## src/rtl/shift_arb_pkg.sv

```systemverilog
// Shared constants for the shift arbiter slice.
//   W_DEF   : default operand/result width (matches the shared shifter)
//   CNT_W   : width of the optional per-requester accept counters
//   S_*     : FSM state encoding
//   ptr_inc : modulo-n increment used for the round-robin pointer
package shift_arb_pkg;

  localparam int unsigned W_DEF = 32;
  localparam int unsigned CNT_W = 16;

  localparam logic [1:0] S_IDLE = 2'd0;
  localparam logic [1:0] S_EXEC = 2'd1;
  localparam logic [1:0] S_RESP = 2'd2;

  // Increment v and wrap to 0 once it reaches n.
  function automatic int unsigned ptr_inc(input int unsigned v, input int unsigned n);
    return (v + 1 >= n) ? 0 : v + 1;
  endfunction

endpackage

```

## src/rtl/rr_pick.sv

```systemverilog
// Combinational round-robin priority picker.
//   req   : request vector, one bit per requester
//   ptr   : index with highest priority this cycle
//   grant : one-hot winner (all zero when nothing is requested)
//   gid   : index of the winner
//   any   : at least one request is pending
module rr_pick #(
  parameter int unsigned NREQ = 2,
  parameter int unsigned IDW  = 1
) (
  input  logic [NREQ-1:0] req,
  input  logic [IDW-1:0]  ptr,
  output logic [NREQ-1:0] grant,
  output logic [IDW-1:0]  gid,
  output logic            any
);

  // Walk from ptr upward modulo NREQ; the first pending request wins.
  always_comb begin
    logic [IDW-1:0] idx;
    grant = '0;
    gid   = '0;
    any   = 1'b0;
    idx   = '0;
    for (int unsigned k = 0; k < NREQ; k++) begin
      idx = IDW'((32'(ptr) + k) % NREQ);
      if (!any && req[idx]) begin
        any        = 1'b1;
        grant[idx] = 1'b1;
        gid        = idx;
      end
    end
  end

endmodule

```

## src/rtl/shift_arbiter.sv

```systemverilog
// Shares one external combinational shifter between NREQ requesters.
// One request is accepted at a time (round-robin), its operands are driven
// to the shifter from registers, and the captured result is returned with
// the requester id under response backpressure.
//   clk, rst_n            : clock, asynchronous active-low reset
//   req_valid/req_ready   : per-requester handshake (ready one-hot, IDLE only)
//   req_a, req_b          : packed per-requester operands, slot i at [i*W +: W]
//   sh_a, sh_b, sh_out    : registered operands to / result from the shifter
//   resp_valid/resp_ready : result handshake; resp_id/resp_data held meanwhile
//   busy                  : FSM is not idle
// Optional feature (macro SHIFT_ARB_STATS_EN): stats_clr input and
// grant_cnt output, a 16-bit saturating accept count per requester.
module shift_arbiter
  import shift_arb_pkg::*;
#(
  parameter int unsigned NREQ = 2,
  parameter int unsigned W    = W_DEF,
  parameter int unsigned IDW  = 1
) (
  input  logic                clk,
  input  logic                rst_n,
  input  logic [NREQ-1:0]     req_valid,
  output logic [NREQ-1:0]     req_ready,
  input  logic [NREQ*W-1:0]   req_a,
  input  logic [NREQ*W-1:0]   req_b,
  output logic [W-1:0]        sh_a,
  output logic [W-1:0]        sh_b,
  input  logic [W-1:0]        sh_out,
  output logic                resp_valid,
  input  logic                resp_ready,
  output logic [IDW-1:0]      resp_id,
  output logic [W-1:0]        resp_data,
`ifdef SHIFT_ARB_STATS_EN
  input  logic                stats_clr,
  output logic [NREQ*CNT_W-1:0] grant_cnt,
`endif
  output logic                busy
);

  logic [1:0]      state;
  logic [1:0]      state_nxt;
  logic [IDW-1:0]  rr_ptr;
  logic [NREQ-1:0] grant;
  logic [IDW-1:0]  gid;
  logic            any;
  logic            accept;
  logic [W-1:0]    sel_a;
  logic [W-1:0]    sel_b;
  logic [IDW-1:0]  ptr_nxt;

  rr_pick #(
    .NREQ (NREQ),
    .IDW  (IDW)
  ) u_pick (
    .req   (req_valid),
    .ptr   (rr_ptr),
    .grant (grant),
    .gid   (gid),
    .any   (any)
  );

  // Grant is only offered while idle, so accept implies valid & ready on the winner.
  assign accept    = (state == S_IDLE) && any;
  assign req_ready = (state == S_IDLE) ? grant : '0;
  assign ptr_nxt   = IDW'(ptr_inc(32'(gid), NREQ));

  // Operand mux for the winning requester.
  always_comb begin
    sel_a = '0;
    sel_b = '0;
    for (int unsigned i = 0; i < NREQ; i++) begin
      if (grant[i]) begin
        sel_a = req_a[i*W +: W];
        sel_b = req_b[i*W +: W];
      end
    end
  end

  // State register; busy is registered from the next state.
  always_ff @(posedge clk or negedge rst_n) begin
    if (!rst_n) begin
      state <= S_IDLE;
      busy  <= 1'b0;
    end else begin
      state <= state_nxt;
      busy  <= (state_nxt != S_IDLE);
    end
  end

  // Next-state logic.
  always_comb begin
    state_nxt = state;
    case (state)
      S_IDLE:  if (accept) state_nxt = S_EXEC;
      S_EXEC:  state_nxt = S_RESP;
      S_RESP:  if (resp_ready) state_nxt = S_IDLE;
      default: state_nxt = S_IDLE;
    endcase
  end

  // Datapath: operand latch on accept, result capture in EXEC, release on handshake.
  always_ff @(posedge clk or negedge rst_n) begin
    if (!rst_n) begin
      rr_ptr     <= '0;
      sh_a       <= '0;
      sh_b       <= '0;
      resp_id    <= '0;
      resp_data  <= '0;
      resp_valid <= 1'b0;
    end else begin
      case (state)
        S_IDLE: begin
          if (accept) begin
            sh_a    <= sel_a;
            sh_b    <= sel_b;
            resp_id <= gid;
            rr_ptr  <= ptr_nxt;
          end
        end
        S_EXEC: begin
          resp_data  <= sh_out;
          resp_valid <= 1'b1;
        end
        S_RESP: begin
          if (resp_ready) resp_valid <= 1'b0;
        end
        default: resp_valid <= 1'b0;
      endcase
    end
  end

`ifdef SHIFT_ARB_STATS_EN
  // Per-requester saturating accept counters; clear wins over increment.
  for (genvar gi = 0; gi < NREQ; gi++) begin : g_cnt
    logic [CNT_W-1:0] cnt;
    always_ff @(posedge clk or negedge rst_n) begin
      if (!rst_n) begin
        cnt <= '0;
      end else if (stats_clr) begin
        cnt <= '0;
      end else if (accept && grant[gi] && (cnt != '1)) begin
        cnt <= cnt + CNT_W'(1);
      end
    end
    assign grant_cnt[gi*CNT_W +: CNT_W] = cnt;
  end
`endif

endmodule
```

## config.mk

```make
export PLATFORM = sky130hd
export DESIGN_NAME = shift_arbiter
export DESIGN_NICKNAME = d
export VERILOG_FILES = /design/src/rtl/shift_arb_pkg.sv /design/src/rtl/rr_pick.sv /design/src/rtl/shift_arbiter.sv
export SDC_FILE = /design/constraint.sdc
export NUM_CORES = 1
export LEC_CHECK = 0
export CAP_MARGIN = 20
export CORE_MARGIN = 8
export CORE_UTILIZATION = 34
export CTS_CLUSTER_DIAMETER = 150
export DETAILED_ROUTE_END_ITERATION = 12
export MAX_ROUTING_LAYER = met4
export PLACE_DENSITY = 0.87
export SETUP_SLACK_MARGIN = 0.15
export SLEW_MARGIN = 20
export SYNTH_ARGS = -nofsm -noshare
export SYNTH_HDL_FRONTEND = slang
export SYNTH_HIERARCHICAL = 1
export SYNTH_SLANG_ARGS = --single-unit
```

## constraint.sdc

```tcl
create_clock -name clk -period 1.7 [get_ports clk]
set_input_delay 0.425 -clock clk [delete_from_list [all_inputs] [get_ports clk]]
set_output_delay 0.425 -clock clk [all_outputs]
set_load 0.02 [all_outputs]
```

=== Word-level counts from Yosys, hierarchy flattened ===
Index checks and enable logic that the tools add are counted.

* Memories kept: 0
* ROM bits: 0
* Register bits after elaboration: 102
* Memory bits (writable): 0
* Bits in latches: 0

* $mul: 0
* Shift operators: 0
* Magnitude comparators: 5
* Eq/ne operators: 3
* Bitwise operators: 2
* Mux-type cells: 25
* Add/sub/neg operators: 2
* Reduce and logical (&&, ||, !) cells: 9
* Divide/modulo/power cells: 0

{| class="wikitable"
|+ Operator list
! operator !! number
|-
| 32-bit 2-to-1 mux || 4
|-
| 1-bit 2-to-1 mux || 12
|-
| 2-bit 2-to-1 mux || 5
|-
| 2-bit one-hot mux with 3 select lines || 1
|-
| 1-bit logical AND || 4
|-
| 1-bit by 2-bit less-than comparator with 1-bit output, second input constant || 2
|-
| 2-bit AND reduction || 2
|-
| 1-bit one-hot mux with 3 select lines || 1
|-
| 1-bit by 1-bit adder with 2-bit output, second input constant || 1
|-
| 1-bit demux with 1-bit select || 2
|-
| 2-bit by 1-bit equality test with 1-bit output, second input constant || 1
|-
| 2-bit equality test, second input constant || 1
|-
| 1-bit >= comparator, second input constant || 2
|-
| 2-bit >= comparator, second input constant || 1
|-
| 2-bit logical NOT || 1
|-
| 2-bit != test, second input constant || 1
|-
| 2-bit bitwise OR || 1
|-
| 2-bit nonzero test || 1
|-
| 1-bit adder, second input constant || 1
|-
| 1-bit logical NOT || 1
|-
| 1-bit inverter || 1
|}

=== Depth between registers and ports, before layout ===
Gate-level depths: netlist of the first run.

* Depth in word-level cells: 10
* Gate-level depth with buffers: 8
* Gate-level depth less buffers: 5

=== By module ===
Netlist of the first run, hierarchy kept.

{| class="wikitable"
|+ By module, submodules not included
! module !! cells each !! area an instance (µm²) !! times used
|-
| shift_arbiter || 377 || 4409.2 || 1
|-
| rr_pick || 5 || 32.5 || 1
|}

=== Worst setup path before layout of the first run ===
OpenSTA, ideal clock, no wires.

* Path type: input port to output port
* Start: input req_valid[1]
* End: output req_ready[1]
* Cell stages on the path: 4
* Path buffers: 2
* Setup slack: -0.481 ns
* Arrival: 1.756 ns
* Cell sequence: a21boi_0 buf_2 buf_2 nor3b_1

* Longest elaborated chain between the ends: 7
* Elaborated cells between the ends (all ways): 11

{| class="wikitable"
|+ Ends and longest elaborated chain
! what !! line !! RTL
|-
| from (decl) || shift_arbiter.sv:22 || <nowiki>input logic [NREQ-1:0] req_valid,</nowiki>
|-
| 1-bit 2-to-1 mux (not written as such) (2 in a row) || rr_pick.sv:27 || <nowiki>if (!any && req[idx]) begin</nowiki>
|-
| 1-bit 2-to-1 mux || rr_pick.sv:27 ||
|-
| 1-bit logical NOT || rr_pick.sv:27 ||
|-
| 1-bit logical AND || rr_pick.sv:27 ||
|-
| 2-bit 2-to-1 mux * || rr_pick.sv:27 ||
|-
| 2-bit 2-to-1 mux * || shift_arbiter.sv:64 || <nowiki>assign req_ready = (state == S_IDLE) ? grant : '0;</nowiki>
|-
| to (decl) || shift_arbiter.sv:23 || <nowiki>output logic [NREQ-1:0] req_ready,</nowiki>
|}

Mark *: on every way between the ends. The rest lies on a longest branch, timed or not. The select of a mux whose other input is x is not followed.

=== Worst setup path after layout of the first run ===
* Start: register rr_ptr
* End: output req_ready[1]

* Longest elaborated chain between the ends: 8
* Elaborated cells between the ends (all ways): 22

{| class="wikitable"
|+ Ends and longest elaborated chain
! what !! line !! RTL
|-
| from (decl) || shift_arbiter.sv:42 || <nowiki>logic [IDW-1:0] rr_ptr;</nowiki>
|-
| from (signal assigned) || shift_arbiter.sv:117 || <nowiki>rr_ptr <= ptr_nxt;</nowiki>
|-
| 1-bit adder, or another cell as far along || rr_pick.sv:26 || <nowiki>idx = IDW'((32'(ptr) + k) % NREQ);</nowiki>
|-
| 1-bit by 2-bit less-than comparator with 1-bit output (not written as such), or another cell as far along || rr_pick.sv:29 || <nowiki>grant[idx] = 1'b1;</nowiki>
|-
| 1-bit logical AND (not written as such) / 1-bit 2-to-1 mux (equally long branches) || rr_pick.sv:29 ||
|-
| 1-bit 2-to-1 mux (not written as such) / 1-bit demux with 1-bit select (equally long branches) || -- ||
|-
| 1-bit demux with 1-bit select / 2-bit 2-to-1 mux (equally long branches) || -- ||
|-
| 2-bit bitwise OR (no source line) || -- ||
|-
| 2-bit 2-to-1 mux * || rr_pick.sv:27 ||
|-
| via grant[1] || shift_arbiter.sv:43 || <nowiki>logic [NREQ-1:0] grant;</nowiki>
|-
| 2-bit 2-to-1 mux * || shift_arbiter.sv:64 ||
|}

Mark *: on every way through the listed nets, which the timed path passes. The rest lies on a longest branch. The select of a mux whose other input is x is not followed.

==> results.ini, run 1 <==
[drt]
wl_per_cell_um = 21.98
final_antenna_net_count = 0
wl_mm = 18.73
vias = 4333
drtIter0Drc = 234
drc = 0
viasPerCell = 5.086
dr.pass1.iters = 4

[floorplan]
die_x_um = 130.3
die-area_mm2 = 0.01698
rows = 41
pin_count = 266
fp.coreArea_mm2 = 0.01267
initial_utilization_pct = 35.05
dieHeight_um = 130.3

[power_and_ir_drop]
ir_drop_uv = 893.2
cellLeakagePower_uw = 0.003666
p_per_area_mw_per_mm2 = 1821
power_frac_clock_pct = 13.4
p_comb_share_pct = 58.4
total_power_uw = 15500
p_sw_uw = 6448
p_seq_share_pct = 28.2
power_switching_share_pct = 41.60
intPower_uw = 9052

[cts]
clk_pin_slew_ns = 0.07
clk_latency_ns = 0.34
cts_tree = built
clock_path_buffers = 2
htreeDepth = 3
numCtsBuffers = 9
root_buffer = clkbuf_16
clock_sinks = 102

[place]
place_area_mm2 = 0.007408
place.gp.congestion = 0.8963
dpl.hpwl_mm = 12.82
numPortBuffers = 265

[setup_path]
cp.required_ns = 1.27
worst-path-max-fanout = 2
r2r-end = sh_b[29]
critPathLaunchType = flop
cp-end-kind = primary output
r2r_slack_ns = -0.09
critPathKind = flop to primary output
worstReg2RegStart = rr_ptr
rr_worst_depth = 10
cp_data_arrival_time_ns = 1.36

[final_layout]
diodes = 0
design_area_mm2 = 0.008511
area_delta_synth_final_pct = 91.61
fin_util_pct = 67.17
drive_gt1_share_pct = 25.29
layout.nets = 840

[timing]
rsz0062_at_grt = true
post-route-period-util_pct = 105.0
timing_hold_violations_final = 0
max_slew.worst_pin.slew_ns = 0.3266
max_freq_mhz = 560.2
setup_viol = 43
slew_violations = 0
finClkSkew_ns = 0.007685
slew-limit-headroom_pct = 78.23
layout_setup_ws_ns = -0.08501
fin_tns_setup_ns = -1.495
post-route-min-period_ns = 1.785

[yosys]
synth_fp_nets = 547
ys_ff_latch = 102
netlist_instances = 382
syn_avg_cell_area_um2 = 11.63
ys_seq_area_share_pct = 57.46
ys.warnings.count = 6
synth_cell_types = 22
netlist_area_mm2 = 0.004442

[grt]
grt_pass1_vias = 4916
grt_pass1_wl_mm = 27.23
antenna_found_initial = 0
grt.total_usage_pct = 21.73
grt_max_degree = 38
overflow = 0

[status]
violations = setup timing
outcome = complete, but fails checks

[hold_path]
hold_path.class = flop to flop
whs_endpoint = resp_valid
hold_start = resp_valid
min_path_cells = 1

[run]
drv_cap = 0

==> metal layers <==
| metal | vias to the layer above | part of all wire [%] | global-route usage, % |
|---|---|---|---|
| met4 | 0 | 2.8 | 8.675 |
| li1 | 1957 | - | - |
| met3 | 36 | 6.5 | 4.202 |
| met1 | 2136 | 36 | 22.75 |
| met5 | - | 0 | - |
| met2 | 204 | 54 | 39.43 |
==> critical path, stage by stage (launching register included) <==
cell      delay (ns)
dfrtp_1         0.38
buf_6           0.12
inv_4           0.03
a21boi_4        0.14
nor3b_4         0.20
buf_6           0.14
==> per-stage QoR <==
stage | setup slack, ns | std cells | hold WS (ns)
2_1_floorplan | 0.07205 | 382 | 0.1294
3_3_place_gp | -0.6675 | 808 | 0.3428
3_5_place_dp | -0.7291 | 808 | 0.3458
4_1_cts | -0.09545 | 846 | 0.4828
5_1_grt | -0.1966 | 852 | 0.5120
6_report | -0.08501 | 852 | 0.4826
==> cells in the mapped netlist <==
cell type    n  area (um^2)
a221oi_1    37        324.1
or2_1        1        6.260
o21a_1       1        7.510
o21ai_0      2        10.01
or3b_1       1        8.760
dfrtp_1    102         2552
buf_2       12        60.06
a221oi_2    26        390.4
inv_2        1        3.750
nor3b_1      2        15.01
nand3b_1     1        7.510
clkbuf_1    13        48.80
a31oi_1      1        6.260
nand3_1      1        5.000
nor2_1     128        480.5
nor2b_1      1        6.260
mux2_2      32        360.4
inv_1        1        3.750
nand2_1      7        26.28
buf_6        8        90.09
a21boi_0     3        22.52
nand2b_1     1        6.260
==> worst max path at each step <==
| stage | startpoint | end | slack (ns) | cells after the start |
|---|---|---|---|---|
| 2_1_floorplan | req_valid[1] | req_ready[1] | 0.07 | 4 |
| 3_3_place_gp | req_valid[0] | req_ready[0] | -0.67 | 4 |
| 3_5_place_dp | req_valid[0] | req_ready[0] | -0.73 | 4 |
| 4_1_cts | rr_ptr | req_ready[1] | -0.1 | 5 |
| 5_1_grt | rr_ptr | sh_b[16] | -0.20 | 10 |
| 6_report | rr_ptr | req_ready[1] | -0.09 | 5 |
==> final cells by class <==
type,count,area (um^2)
Timing Repair Buffer,315,3368
Inverter,2,22.52
Tap cell,172,215.2
Clock inverter,6,70.07
Fill cell,965,4160
Multi-Input combinational cell,245,2053
Clock buffer,10,229.0
Sequential cell,102,2552
==> cells in the final DEF (no fill, tap or decap), types with 7 or more instances in the layout <==
master and count:
dlygate4sd2_1 97, buf_12 13, buf_4 13, mux2_2 32
dfrtp_1 102, buf_6 11, a221oi_2 55, clkbuf_16 12
nand2_1 7, a221oi_4 8, nor2_1 128, clkdlybuf4s50_1 161
buf_16 9
==> power groups by stage <==
stage,Sequential (uW),Combinational (uW),Clock [uW]
floorplan,5900,2860,0
global placement,4340,8110,0
detailed placement,4440,8360,0
CTS,4360,8750,2130
global route,4520,9630,2250
finish,4370,9050,2080
==> registers in the layout (all words and copies together), names as in the netlist <==
register	cells
state	2
busy	1
sh_b	32
rr_ptr	1
resp_data	32
resp_valid	1
resp_id	1
sh_a	32
==> kinds of logic after synthesis <==
| family | synth area share, % |
|---|---|
| DFF | 57.46 |
| and+or+nand+nor | 12.65 |
| buffers and inverters | 4.648 |
| AOI/OAI and AO/OA | 17.13 |
| muxes | 8.113 |
==> timing repair <==
item	in CTS	in global routing
setup endpoints to repair	168	68
pin swaps	42	14
hold buffers	1	0
buffers inserted	12	3
endpoints found under the hold margin	20	0
resized for setup	163	36
cloned	9	3
(Power assumes the default switching activity.)
==> inputs of run 2 (changes only) <==
--- a/config.mk
+++ b/config.mk
@@ -7,11 +7,11 @@
 export LEC_CHECK = 0
 export CAP_MARGIN = 20
 export CORE_MARGIN = 8
-export CORE_UTILIZATION = 34
+export CORE_UTILIZATION = 38
 export CTS_CLUSTER_DIAMETER = 150
 export DETAILED_ROUTE_END_ITERATION = 12
 export MAX_ROUTING_LAYER = met4
-export PLACE_DENSITY = 0.87
+export PLACE_DENSITY = 0.91
 export SETUP_SLACK_MARGIN = 0.15
 export SLEW_MARGIN = 20
 export SYNTH_ARGS = -nofsm -noshare
==> constraint.sdc (replaced) <==
create_clock -name clk -period 1.9 [get_ports clk]
set_input_delay 0.475 -clock clk [delete_from_list [all_inputs] [get_ports clk]]
set_output_delay 0.475 -clock clk [all_outputs]
set_load 0.02 [all_outputs]
==> run 2 against run 1 <==
  * The flow now finishes without violations
  * Sequential cell count unchanged
  * Global-route usage fell by 1.4 points
  * Non-clock buffer count shrank 33
  * Utilization shrank 1.0 points
  * Combinational power down 27%
  * Sequential share of layout area increased by 3.8 points
  * Clock skew shrank 0.00067 ns
  * Power decreased by 20%
  * Sequential power fell by 11%
  * Clock power fell by 6%
  * First-iteration DRC count down 19%
==> results.ini, run 2 (synthesis results as in run 1) <==
[final_layout]
layout_commonest_cell = clkdlybuf4s50_1
largestRegisters = resp_data (32), sh_a (32), sh_b (32)
layoutNonFillerInstCount = 790  ; -7.3%
final_cell_mix = clkdlybuf4s50_1, nor2_1, dfrtp_1, dlygate4sd2_1, a221oi_1
design_area_mm2 = 0.007553  ; -11%
drive_gt1_share_pct = 16.07  ; -9.2 points
area_delta_synth_final_pct = 70.06
layout.nets = 807  ; -3.9%
diodes = 0  ; unchanged

[setup_path]
cp_data_arrival_time_ns = 1.31  ; -0.05 ns
worstReg2RegStart = state[1]
rr_worst_depth = 4  ; -6
cp.required_ns = 1.42  ; +0.15 ns
cp-end-kind = primary output
critPathKind = input pin to primary output
cp-endpoint = req_ready[1]
critPathLaunchType = input pin
r2r-end = sh_a[25]
worst-path-max-fanout = 4  ; +2
r2r_slack_ns = 0.18  ; +0.27 ns
cp-startpoint = req_valid[1]

[grt]
grt_pass1_vias = 4364  ; -11%
antenna_found_initial = 0  ; unchanged
overflow = 0  ; unchanged
grt_max_degree = 103  ; +170%
grt_pass1_wl_mm = 23.49  ; -14%
grt.total_usage_pct = 20.32  ; -1.4 points

[power_and_ir_drop]
p_sw_uw = 5161  ; -20%
power_frac_clock_pct = 15.6  ; +2.2 points
p_per_area_mw_per_mm2 = 1647  ; -9.6%
power_switching_share_pct = 41.48  ; -0.12 points
p_comb_share_pct = 53.0  ; -5.4 points
cellLeakagePower_uw = 0.003260  ; -11%
p_seq_share_pct = 31.4  ; +3.2 points
ir_drop_uv = 883.8  ; -1.1%
intPower_uw = 7281  ; -20%

[drt]
drtIter0Drc = 189  ; -19%
vias = 4071  ; -6.0%
viasPerCell = 5.153  ; +1.3%
wl_mm = 15.86  ; -15%
final_antenna_net_count = 0  ; unchanged
dr.pass1.iters = 4  ; unchanged
drc = 0  ; unchanged
wl_per_cell_um = 20.07  ; -8.7%

[floorplan]
die-area_mm2 = 0.01540  ; -9.3%
dieHeight_um = 124.1  ; -4.7%
rows = 39  ; -4.9%
initial_utilization_pct = 38.90  ; +3.8 points
pin_count = 266  ; unchanged
fp.coreArea_mm2 = 0.01142  ; -9.9%
die_x_um = 124.1  ; -4.7%

[cts]
clock_sinks = 102  ; unchanged
cts_tree = built
clk_pin_slew_ns = 0.07  ; about the same
htreeDepth = 3  ; unchanged
root_buffer = clkbuf_16
hold_buffers = 0  ; -1
clk_latency_ns = 0.33  ; about the same
clock_path_buffers = 2  ; unchanged
numCtsBuffers = 9  ; unchanged

[timing]
max_slew.worst_pin.slew_ns = 0.5412  ; +0.2146 ns
slew_violations = 0  ; unchanged
max_freq_mhz = 559.5
rsz0062_at_grt = true
finClkSkew_ns = 0.007015  ; -0.0006694 ns
timing_hold_violations_final = 0  ; unchanged
post-route-min-period_ns = 1.787
slew-limit-headroom_pct = 63.92  ; -14 points
layout_setup_ws_ns = 0.1126  ; +0.1976 ns
post-route-period-util_pct = 94.07
setup_viol = 0  ; -100%
fin_tns_setup_ns = 0  ; +1.495 ns

[place]
place.gp.congestion = 0.8162  ; -8.9%
dpl.hpwl_mm = 12.14  ; -5.3%
place_area_mm2 = 0.007297  ; -1.5%
numPortBuffers = 265  ; unchanged
pre_cts_ws_ns = -0.6959  ; +0.03324 ns
place_inst = 771  ; -4.6%

[status]
outcome = finished clean

[hold_path]
hold_path.class = input pin to asynchronous set/reset pin

[run]
drv_cap = 0  ; unchanged

==> run 2: cell types whose count changed in the layout (fill, tap and decap cells not counted), sizes merged <==
cell	delta
inv	-2
dlygate4sd2	+3
clkinvlp	+2
clkdlybuf4s15	-1
dlygate4sd3	-1
bufinv	+1
clkbuf	-4
bufbuf	-1
buf	-30
==> run 2: what timing repair did <==
action	4_1_cts	5_1_grt
setup buffers	1	2
pin swaps	1	1
endpoints found under the setup margin	167	47
resized for setup	124	1
cloned	0	0
==> run 2: worst min-delay path by stage <==
stage | start | endpoint | slack [ns] | cells after the start
floorplan | rst_n | busy | 0.18 | 0
global placement | resp_id | resp_id | 0.46 | 2
detailed placement | resp_valid | resp_valid | 0.48 | 1
CTS | rst_n | sh_b[23] | 0.21 | 2
global route | rst_n | sh_a[24] | 0.23 | 2
finish | rst_n | sh_a[24] | 0.19 | 2
==> run 2: final cells by class <==
cell class / count / area (um^2)
clock inverters: 7 / 98.84
inverters: 2 / 7.507
flip-flops and latches: 102 / 2552
fillers: 901 / 3865
repair buffers: 282 / 2754
well taps: 143 / 178.9
clock buffers: 9 / 225.2
multi-input cells: 245 / 1737
==> run 2: power by group through the flow <==
stage / combinational [uW] / sequential [uW] / clock (uW)
final: 6590 / 3900 / 1950
after global routing: 7080 / 4040 / 2060
after CTS: 6670 / 3910 / 2010
after detailed placement: 7380 / 3990 / 0
after global placement: 7160 / 3900 / 0
after floorplan: 2550 / 5270 / 0
==> run 2: metrics by stage <==
| step | total power (uW) | hold slack (ns) | utilization, % |
|---|---|---|---|
| final | 12440 | 0.1946 | 66.15 |
| after global routing | 13190 | 0.2254 | 66.15 |
| after CTS | 12590 | 0.2105 | 66.01 |
| after detailed placement | 11360 | 0.4839 | 63.91 |
| after global placement | 11060 | 0.4597 | 63.91 |
| after floorplan | 7826 | 0.1794 | - |
==> run 2: routing by layer <==
metal  GRT usage [%]  share of wire [%]  vias to the layer above  wire length (um)
met5               -                  0                        -                 0
met1           21.75                 37                     1976              5858
li1                -                  -                     1882                 -
met2           34.90                 53                      176              8336
met3           3.989                6.8                       37              1072
met4           10.86                3.7                        0               590
==> run 2: worst max-delay path: stages <==
cell and delay [ns]:
dlygate4sd2_1 0.27, a21boi_4 0.22, nor3b_4 0.20, buf_6 0.14
